--- config.mk ---
export PLATFORM = sky130hd
export DESIGN_NAME = sync_vc_inpbuf
export DESIGN_NICKNAME = d
export VERILOG_FILES = /design/src/rtl/noc_pkg.sv /design/src/rtl/vc_fifo.sv /design/src/rtl/sync_vc_inpbuf.sv
export SDC_FILE = /design/constraint.sdc
export NUM_CORES = 1
export LEC_CHECK = 0
export ABC_AREA = 1
export CORE_MARGIN = 2
export CORE_UTILIZATION = 60
export DETAILED_ROUTE_END_ITERATION = 12
export PLACE_DENSITY = 0.91
export SLEW_MARGIN = 30
export SYNTH_ARGS = -nofsm -noshare
export SYNTH_HDL_FRONTEND = slang
export SYNTH_SLANG_ARGS = --single-unit
export TNS_END_PERCENT = 30
--- constraint.sdc ---
create_clock -name clk -period 11.5 [get_ports clk]
set_input_delay 1.725 -clock clk [delete_from_list [all_inputs] [get_ports clk]]
set_output_delay 1.725 -clock clk [all_outputs]
set_load 0.05 [all_outputs]
--- src/rtl/noc_pkg.sv ---
// Shared NoC definitions: flit-type bit positions, port directions, per-VC
// states and the dimension-ordered XY route function.
package noc_pkg;

  localparam int FT_HOF = 0;
  localparam int FT_BOF = 1;
  localparam int FT_EOF = 2;

  typedef enum logic [2:0] {
    DIR_S = 3'd0,
    DIR_W = 3'd1,
    DIR_N = 3'd2,
    DIR_E = 3'd3,
    DIR_L = 3'd4
  } dir_e;

  typedef enum logic [1:0] {
    VC_IDLE,
    VC_VA,
    VC_ACTIVE
  } vc_state_e;

  // X is resolved first, then Y (north = increasing y), then the local port.
  function automatic logic [4:0] xy_route(input logic [7:0] dx, input logic [7:0] dy,
                                          input logic [7:0] lx, input logic [7:0] ly);
    logic [4:0] r;
    r = '0;
    if (dx > lx)      r[DIR_E] = 1'b1;
    else if (dx < lx) r[DIR_W] = 1'b1;
    else if (dy > ly) r[DIR_N] = 1'b1;
    else if (dy < ly) r[DIR_S] = 1'b1;
    else              r[DIR_L] = 1'b1;
    return r;
  endfunction

endpackage

--- src/rtl/vc_fifo.sv ---
// Per-VC flit FIFO with occupancy count; head word reads as zero while empty.
module vc_fifo #(
  parameter int W     = 35,
  parameter int DEPTH = 4
) (
  input  logic                       clk,
  input  logic                       rst,
  input  logic                       wr_en,
  input  logic [W-1:0]               wr_data,
  input  logic                       rd_en,
  output logic [W-1:0]               rd_data,
  output logic [$clog2(DEPTH):0]     count
);
  localparam int AW = $clog2(DEPTH);
  localparam int CW = AW + 1;

  logic [W-1:0]  mem_q [DEPTH];
  logic [AW-1:0] wr_ptr_q, wr_ptr_d, rd_ptr_q, rd_ptr_d;
  logic [CW-1:0] count_q, count_d;

  // Pointers wrap naturally since DEPTH is a power of two.
  always_comb begin
    wr_ptr_d = wr_ptr_q + AW'(wr_en);
    rd_ptr_d = rd_ptr_q + AW'(rd_en);
    count_d  = count_q + CW'(wr_en) - CW'(rd_en);
  end

  always_ff @(posedge clk) begin
    if (rst) begin
      wr_ptr_q <= '0;
      rd_ptr_q <= '0;
      count_q  <= '0;
    end else begin
      wr_ptr_q <= wr_ptr_d;
      rd_ptr_q <= rd_ptr_d;
      count_q  <= count_d;
    end
  end

  always_ff @(posedge clk) begin
    if (wr_en) mem_q[wr_ptr_q] <= wr_data;
  end

  assign rd_data = (count_q != '0) ? mem_q[rd_ptr_q] : '0;
  assign count   = count_q;

endmodule

--- src/rtl/sync_vc_inpbuf.sv ---
// Router input buffer: per-VC flit FIFOs, head-flit XY routing, VA/SA
// request generation and upstream credit return.
module sync_vc_inpbuf
  import noc_pkg::*;
#(
  parameter int DW    = 32,
  parameter int VCN   = 2,
  parameter int DEPTH = 4,
  parameter int DIR   = 0,
  parameter int SN    = 5,
  parameter int FT    = 3
) (
  input  logic              clk,
  input  logic              rst,
  input  logic              in_vld,
  input  logic [VCN-1:0]    in_vc,
  input  logic [DW-1:0]     in_d,
  input  logic [FT-1:0]     in_ft,
  output logic [VCN-1:0]    cor,
  output logic [VCN*SN-1:0] vcr,
  input  logic [VCN-1:0]    vcra,
  output logic [VCN-1:0]    swr,
  output logic [VCN-1:0]    swr_t,
  input  logic [VCN-1:0]    swa,
  output logic [VCN*DW-1:0] do_d,
  output logic [VCN*FT-1:0] do_ft,
  output logic [VCN*SN-1:0] dortg,
  input  logic [7:0]        addrx,
  input  logic [7:0]        addry,
  output logic              err
);
  localparam int CW = $clog2(DEPTH) + 1;
  localparam int FW = DW + FT;

  logic           in_ok;
  logic [VCN-1:0] err_ev;
  logic           err_q, err_d;

  assign in_ok = in_vld & $onehot(in_vc);

  for (genvar v = 0; v < VCN; v++) begin : g_vc
    vc_state_e     state_q, state_d;
    logic [SN-1:0] route_q, route_d;
    logic          cor_q, cor_d;
    logic          wr_en, deq, ev;
    logic [FW-1:0] rdata;
    logic [CW-1:0] cnt;
    logic [DW-1:0] hd;
    logic [FT-1:0] hft;
    logic          nonempty, full;
    logic [SN-1:0] vcr_o, dortg_o;
    logic          swr_o, swr_t_o;

    vc_fifo #(.W(FW), .DEPTH(DEPTH)) u_fifo (
      .clk     (clk),
      .rst     (rst),
      .wr_en   (wr_en),
      .wr_data ({in_d, in_ft}),
      .rd_en   (deq),
      .rd_data (rdata),
      .count   (cnt)
    );

    assign hd       = rdata[FW-1:FT];
    assign hft      = rdata[FT-1:0];
    assign nonempty = (cnt != '0);
    assign full     = (cnt == CW'(DEPTH));

    always_ff @(posedge clk) begin
      if (rst) begin
        state_q <= VC_IDLE;
        route_q <= '0;
        cor_q   <= 1'b0;
      end else begin
        state_q <= state_d;
        route_q <= route_d;
        cor_q   <= cor_d;
      end
    end

    always_comb begin
      state_d = state_q;
      route_d = route_q;
      deq     = 1'b0;
      ev      = 1'b0;
      case (state_q)
        VC_IDLE: begin
          if (nonempty) begin
            if (hft[FT_HOF]) begin
              state_d = VC_VA;
              route_d = SN'(xy_route(hd[7:0], hd[15:8], addrx, addry));
              if (DIR != 4 && route_d[DIR]) ev = 1'b1;
            end else begin
              // Orphan body/tail flit: drop it but still hand the credit back.
              deq = 1'b1;
              ev  = 1'b1;
            end
          end
        end
        VC_VA: begin
          if (vcra[v]) state_d = VC_ACTIVE;
        end
        VC_ACTIVE: begin
          if (swa[v] && nonempty) begin
            deq = 1'b1;
            if (hft[FT_EOF]) state_d = VC_IDLE;
          end
        end
        default: state_d = VC_IDLE;
      endcase
      if (swa[v] && !(state_q == VC_ACTIVE && nonempty)) ev = 1'b1;
      // A full FIFO still accepts a write when the same cycle frees a slot.
      wr_en = in_ok & in_vc[v] & (~full | deq);
      if (in_ok && in_vc[v] && full && !deq) ev = 1'b1;
      cor_d = deq;
    end

    always_comb begin
      vcr_o   = '0;
      dortg_o = '0;
      swr_o   = 1'b0;
      swr_t_o = 1'b0;
      if (state_q == VC_VA) begin
        vcr_o   = route_q;
        dortg_o = route_q;
      end else if (state_q == VC_ACTIVE) begin
        dortg_o = route_q;
        swr_o   = nonempty;
        swr_t_o = nonempty & hft[FT_EOF];
      end
    end

    assign err_ev[v]           = ev;
    assign cor[v]              = cor_q;
    assign swr[v]              = swr_o;
    assign swr_t[v]            = swr_t_o;
    assign vcr[v*SN +: SN]     = vcr_o;
    assign dortg[v*SN +: SN]   = dortg_o;
    assign do_d[v*DW +: DW]    = hd;
    assign do_ft[v*FT +: FT]   = hft;
  end

  always_comb err_d = err_q | (in_vld & ~in_ok) | (|err_ev);

  always_ff @(posedge clk) begin
    if (rst) err_q <= 1'b0;
    else     err_q <= err_d;
  end

  assign err = err_q;

endmodule

After elaboration in Yosys (flattened, before gate mapping)
Memory sizes are Yosys's and may differ from the RTL's. A register that Yosys moved wholly into a read port is not among the register bits. Index checks and enable logic that the tools add are counted.

Add/subtract/negate cells: 9. Multipliers: 0. Div/mod/pow operators: 0. Magnitude comparators: 8. Equal/unequal tests: 17. Shift-type cells: 0. Multiplexer cells: 84. Bitwise operators: 15. Reductions and logical operators: 25.

Operators by type and width (count): two-way mux 35 bit (2); two-way mux 1 bit (52); greater-than comparator 8 bit (4); < comparator 8 bit (4); two-way mux 5 bit (6); two-way mux 2 bit (12); two-way mux 3 bit (8); inequality test 2 bit (second input constant) (10); logical AND 1 bit (12); case mux 2 bit (3 select lines) (2); AND reduction 5 bit (2); adder 2 x 1 -> 2 bit (4); AND 1 bit (8); adder 3 x 1 -> 3 bit (2); equality test 2 x 1 -> 1 bit (second input constant) (3); equality test 3 bit (second input constant) (2); AND reduction 3 bit (2); nonzero test 3 bit (2); subtractor 3 x 1 -> 3 bit (2); equality test 2 bit (second input constant) (2); logical NOT 1 bit (4); logical NOT 2 bit (2); bitwise OR 1 bit (4); case mux 1 bit (2 select lines) (2); 3 further kinds (5).

Register bits after elaboration: 31. Latch bits: 0. Bits in writable memories: 280. ROM bits: 0. Input port bits: 60. Output and inout bits: 97. Word-level logic and storage cells: 173. Memories: 2.

Memories: g_vc[0].u_fifo.mem_q (words 4, bits a word 35, read ports 1, clocked after Yosys merged registers in 1, write ports 1, line vc_fifo.sv:17) `logic [W-1:0] mem_q [DEPTH];`; g_vc[1].u_fifo.mem_q (words 4, bits a word 35, read ports 1, clocked after Yosys merged registers in 1, write ports 1, line vc_fifo.sv:17).

Longest topological paths before layout
Depth in word-level cells: 18. Mapped depth: 19. Gate-level depth less buffers: 17.

By module
A second synthesis with hierarchy kept.

Cells, all modules: 1495. Area, all modules: 14521.4 µm².

By module, submodules not included: vc_fifo (times used 2, cells each 595, area each 6328.6 µm², seq. area each 4344.2 µm²); sync_vc_inpbuf (times used 1, cells each 305, area each 1864.3 µm², seq. area each 340.3 µm²).

Worst setup path before layout
Ideal clock, no wire load.

Path kind: input port to flip-flop. Start point: in in_vc[1]. End point: mem g_vc[0].u_fifo.mem_q[0][0], enable pin. Setup time: 0.471 ns. Arrival: 4.505 ns. Required time: 11.029 ns. Slack: 6.524 ns. Cell stages on the path: 5. Path buffers: 0. Path through: inv_1 nand2_1 nor2_1 nand2_4 nor3_1.

Longest elaborated chain between the ends: 7.

Ends and longest elaborated chain: start: declaration (line sync_vc_inpbuf.sv:16) `input logic [VCN-1:0] in_vc,`; adder 1 x 1 -> 2 bit (implied by the code) (line sync_vc_inpbuf.sv:39) `assign in_ok = in_vld & $onehot(in_vc);`; equality test 2 x 1 -> 1 bit (line sync_vc_inpbuf.sv:39); AND 1 bit (line sync_vc_inpbuf.sv:39); AND 1 bit (2 in series) (line sync_vc_inpbuf.sv:113) `wr_en = in_ok & in_vc[v] & (~full | deq);`; two-way mux 1 bit (line vc_fifo.sv:41) `if (wr_en) mem_q[wr_ptr_q] <= wr_data;`; two-way mux 1 bit (implied by the code) (line vc_fifo.sv:41); end: declaration (line vc_fifo.sv:17).

No other way between the ends.

==> metrics <==
setup bufs post-CTS 0; TritonCTS sink count approximately 310; die outline area 23500 um^2; quantity of I/O buffers inserted on ports about 160; GRT Resource Usage Total 29.3%; critical path class reg -> out; Worst Path Required roughly 9.8 ns; number of cells after detailed placement approximately 1600; final period demand of the worst path about 5.4 ns; Max-Slew Margin vs Limit 39.2%; number of global-route vias before repair 10100; number of nets in the final layout between 1000 and 1500; Fillers 1261; Max Clock Freq about 0.18 GHz; post-cts sizing count 0; outcome complete, no violations; Post-Synthesis Net Count 1310; detailed-router iteration count before antenna repair 5; area of combinational cells with multiple inputs 3730 um^2; part of the Yosys area used for sequential elements 67.6%; Clk Tree Root Cell clkbuf_16; Setup WS pre-CTS about 6.8 ns; insertion delay of the later-clocked pin in the worst-skew pair about 0.54 ns; clock buffer count from CTS 29; grt ovf 0; cells traversed along the worst timing path inv_2, nor2_1, o21ai_0, a21oi_1, clkdlybuf4s50_1; smallest setup slack after layout around 6 ns; Register Area around 9000 um^2; post-synth design cell area 13400 um^2; Buf+Inv Stages, Crit Path 2; count of unique library cells instantiated by Yosys 34; Total Neg Setup Slack 0 ns; final weighted congestion in routability-driven placement around 0.8; syn_area_per_cell 11.1 um^2; maximum buffer depth of the clock tree 3; leakage power of the design 5.92 nW; largest net degree at the start of global routing between 70 and 80; ratio of final minimum period to clock period between 40% and 50%; detailed placer's ending HPWL 20800 um; post-detailed-route via-to-cell ratio 5.95; initial antenna violation count 1; width of the chip ~150 um; Syn. warnings 0; chip height around 150 um; peak ir drop on the vdd network between 0.0003 and 0.0004 V; Routed wire per std cell 21.0 um; detailed router's first-iteration violation count 1028; clock slew at the register clock pins of the worst setup and hold paths approximately 0.06 ns; Placeable Area 21800 um^2; Max Fanout on Critical Path 37; Area growth syn-to-layout 20.8%; clk_skew approximately 0.014 ns; kind of end point of the critical path primary output; count of pins over their slew limit 0; power density of the placed cells 263 nW/um^2; number of rows created at floorplan 54; Power, Total approximately 4.2 mW; WL final approximately 35000 um; maxcap violations 0; DRT antenna net count 0; CTS tree built; DRC violation count after routing 0; Top Ports roughly 160; hold_buf cts 0; worst min path class reg -> reg; via total after detailed routing 9830; startpoint class of the critical path flop; initial core utilization 61.2%; Post-Layout Cell Count ~1700; maximum level of the CTS H-tree 1; WP data arrival 3.70 ns; slew at the pin closest to its max-slew limit approximately 0.91 ns; dominant delay contributor by cell family on the critical path buffers and inverters; RSZ-0062 raised after global routing no; max incr delay on CP roughly 0.9 ns; setup-violating endpoint count in the final report 0; share of cells above drive strength 1 about 7.5%; number of instances in the synthesized netlist between 1000 and 1500; synthesized flop and latch total just over 300; final hold violations 0; standard cell with the maximum stage delay on the critical path dfxtp_2; global-route wire length before repair about 54000 um
kinds of logic (layout without fill, tap and decap cells):
| group | Yosys count | in the layout | share of synthesized area [%] |
|---|---|---|---|
| AO/OA/AOI/OAI | 236 | 236 | 9.02 |
| XOR/XNOR | 6 | 6 | 0.394 |
| adder cells (fa/ha/maj) | 42 | 42 | 4.05 |
| buffers and inverters | 152 | 315 | 4.82 |
| flip-flops | 311 | 311 | 67.6 |
| other | 0 | 2 | 0 |
| AND/OR/NAND/NOR | 461 | 461 | 14.1 |
cell usage after synthesis:
cell type  count  area, um^2
nand4_1       10        62.6
a31o_2         2        17.5
o21bai_1       1        7.51
nand3_1        8        40.0
nand2_4        2        22.5
nand3b_1       1        7.51
nor2_1       329        1230
buf_1          5        18.8
inv_1         84         315
nor2_4         2        22.5
a211oi_1       2        15.0
nand3_2        5        50.1
buf_4          7        52.6
xor2_1         2        17.5
a21oi_1       90         450
fa_1           2        40.0
inv_2          8        30.0
clkbuf_1      32         120
xnor2_1        4        35.0
nand2_1       81         304
a21oi_2        1        8.76
buf_2         12        60.1
nor3_2         2        20.0
a21o_1         2        15.0
nand2_2       10        62.6
buf_8          1        15.0
nor3_1         9        45.0
edfxtp_1     280        8410
o21ai_0      138         691
buf_6          2        22.5
ha_1          40         500
dfxtp_1       31         621
inv_6          1        8.76
nor2_2         2        12.5
through the flow:
step	hold slack (ns)	utilization [%]	cell area (um^2)
2_1_floorplan	0.422	-	13400
3_3_place_gp	0.435	69.3	15100
3_5_place_dp	0.453	69.5	15200
4_1_cts	0.462	73.9	16100
5_1_grt	0.488	73.9	16100
6_report	0.467	73.9	16100
cell type report:
class,instances,area share [%]
Multi-Input combinational cell,745,23.1
Inverter,93,2.20
Sequential cell,311,56.0
Tap cell,280,2.17
Clock inverter,19,1.21
Timing Repair Buffer,170,10.5
Clock buffer,33,4.72
Antenna cell,2,0.0310
worst reg2reg max path: stages, from the launching register on:
cell and delay, ns:
dfxtp_2 0.91, inv_2 0.64, nand3_2 0.32, nand2_2 0.09, nand2_2 0.08, nand2_2 0.09, inv_2 0.07, nand2_1 0.05
nand2_2 0.24, ha_1 0.30, inv_1 0.06, ha_1 0.13, inv_1 0.06, fa_1 0.38, xor2_1 0.22, o21ai_0 0.11
a21oi_1 0.12
placed cells by master (no fill, tap or decap), types with 2 or more instances in the layout:
| cell | count |
|---|---|
| a211oi_1 | 2 |
| a21o_1 | 2 |
| a21oi_1 | 90 |
| a31o_2 | 2 |
| buf_16 | 2 |
| buf_4 | 12 |
| bufinv_16 | 4 |
| clkbuf_1 | 2 |
| clkbuf_16 | 29 |
| clkbuf_8 | 2 |
| clkdlybuf4s50_1 | 155 |
| clkinv_1 | 6 |
| clkinv_2 | 7 |
| clkinvlp_4 | 3 |
| dfxtp_1 | 28 |
| dfxtp_2 | 3 |
| diode_2 | 2 |
| edfxtp_1 | 280 |
| fa_1 | 2 |
| ha_1 | 40 |
| inv_1 | 84 |
| inv_2 | 7 |
| nand2_1 | 81 |
| nand2_2 | 10 |
| nand2_4 | 2 |
| nand3_1 | 8 |
| nand3_2 | 5 |
| nand4_1 | 10 |
| nor2_1 | 327 |
| nor2_2 | 2 |
| nor2_4 | 4 |
| nor3_1 | 5 |
| nor3_2 | 4 |
| nor3_4 | 2 |
| o21ai_0 | 138 |
| xnor2_1 | 4 |
| xor2_1 | 2 |
sequential cells by signal, summed over array words and instances (netlist names):
signal and count:
g_vc.u_fifo.wr_ptr_q 4, g_vc.u_fifo.mem_q 280, g_vc.u_fifo.count 6, g_vc.cor_q 2
g_vc.u_fifo.rd_ptr_q 4, g_vc.route_q 10, err 1, g_vc.state_q 4
report_power, final:
| part | internal (mW) | total [mW] | switching (mW) |
|---|---|---|---|
| sequential | 1.28 | 1.33 | 0.0502 |
| combinational | 0.547 | 1.93 | 1.38 |
| clock | 0.562 | 0.974 | 0.412 |
| total | 2.39 | 4.24 | 1.85 |
per-layer routing:
metal,up-vias,wire [um],global-route usage (%)
met1,4616,12300,35.6
li1,4425,-,-
met2,659,17300,49.8
met5,-,0,0
met4,0,1790,16.3
met3,130,3360,5.42
path summary, 6_finish.rpt:
kind / startpoint / end / slack [ns] / cells past startpoint
max: g_vc[1].u_fifo.rd_ptr_q[1] / do_d[47] / 6.07 / 5
min: g_vc[1].route_q[4] / g_vc[1].route_q[4] / 0.47 / 2
max reg2reg: g_vc[1].u_fifo.rd_ptr_q[1] / g_vc[1].u_fifo.count[2] / 7.54 / 16
min reg2reg: g_vc[1].route_q[4] / g_vc[1].route_q[4] / 0.47 / 2
Note: power is estimated with default switching activity, not from simulation.
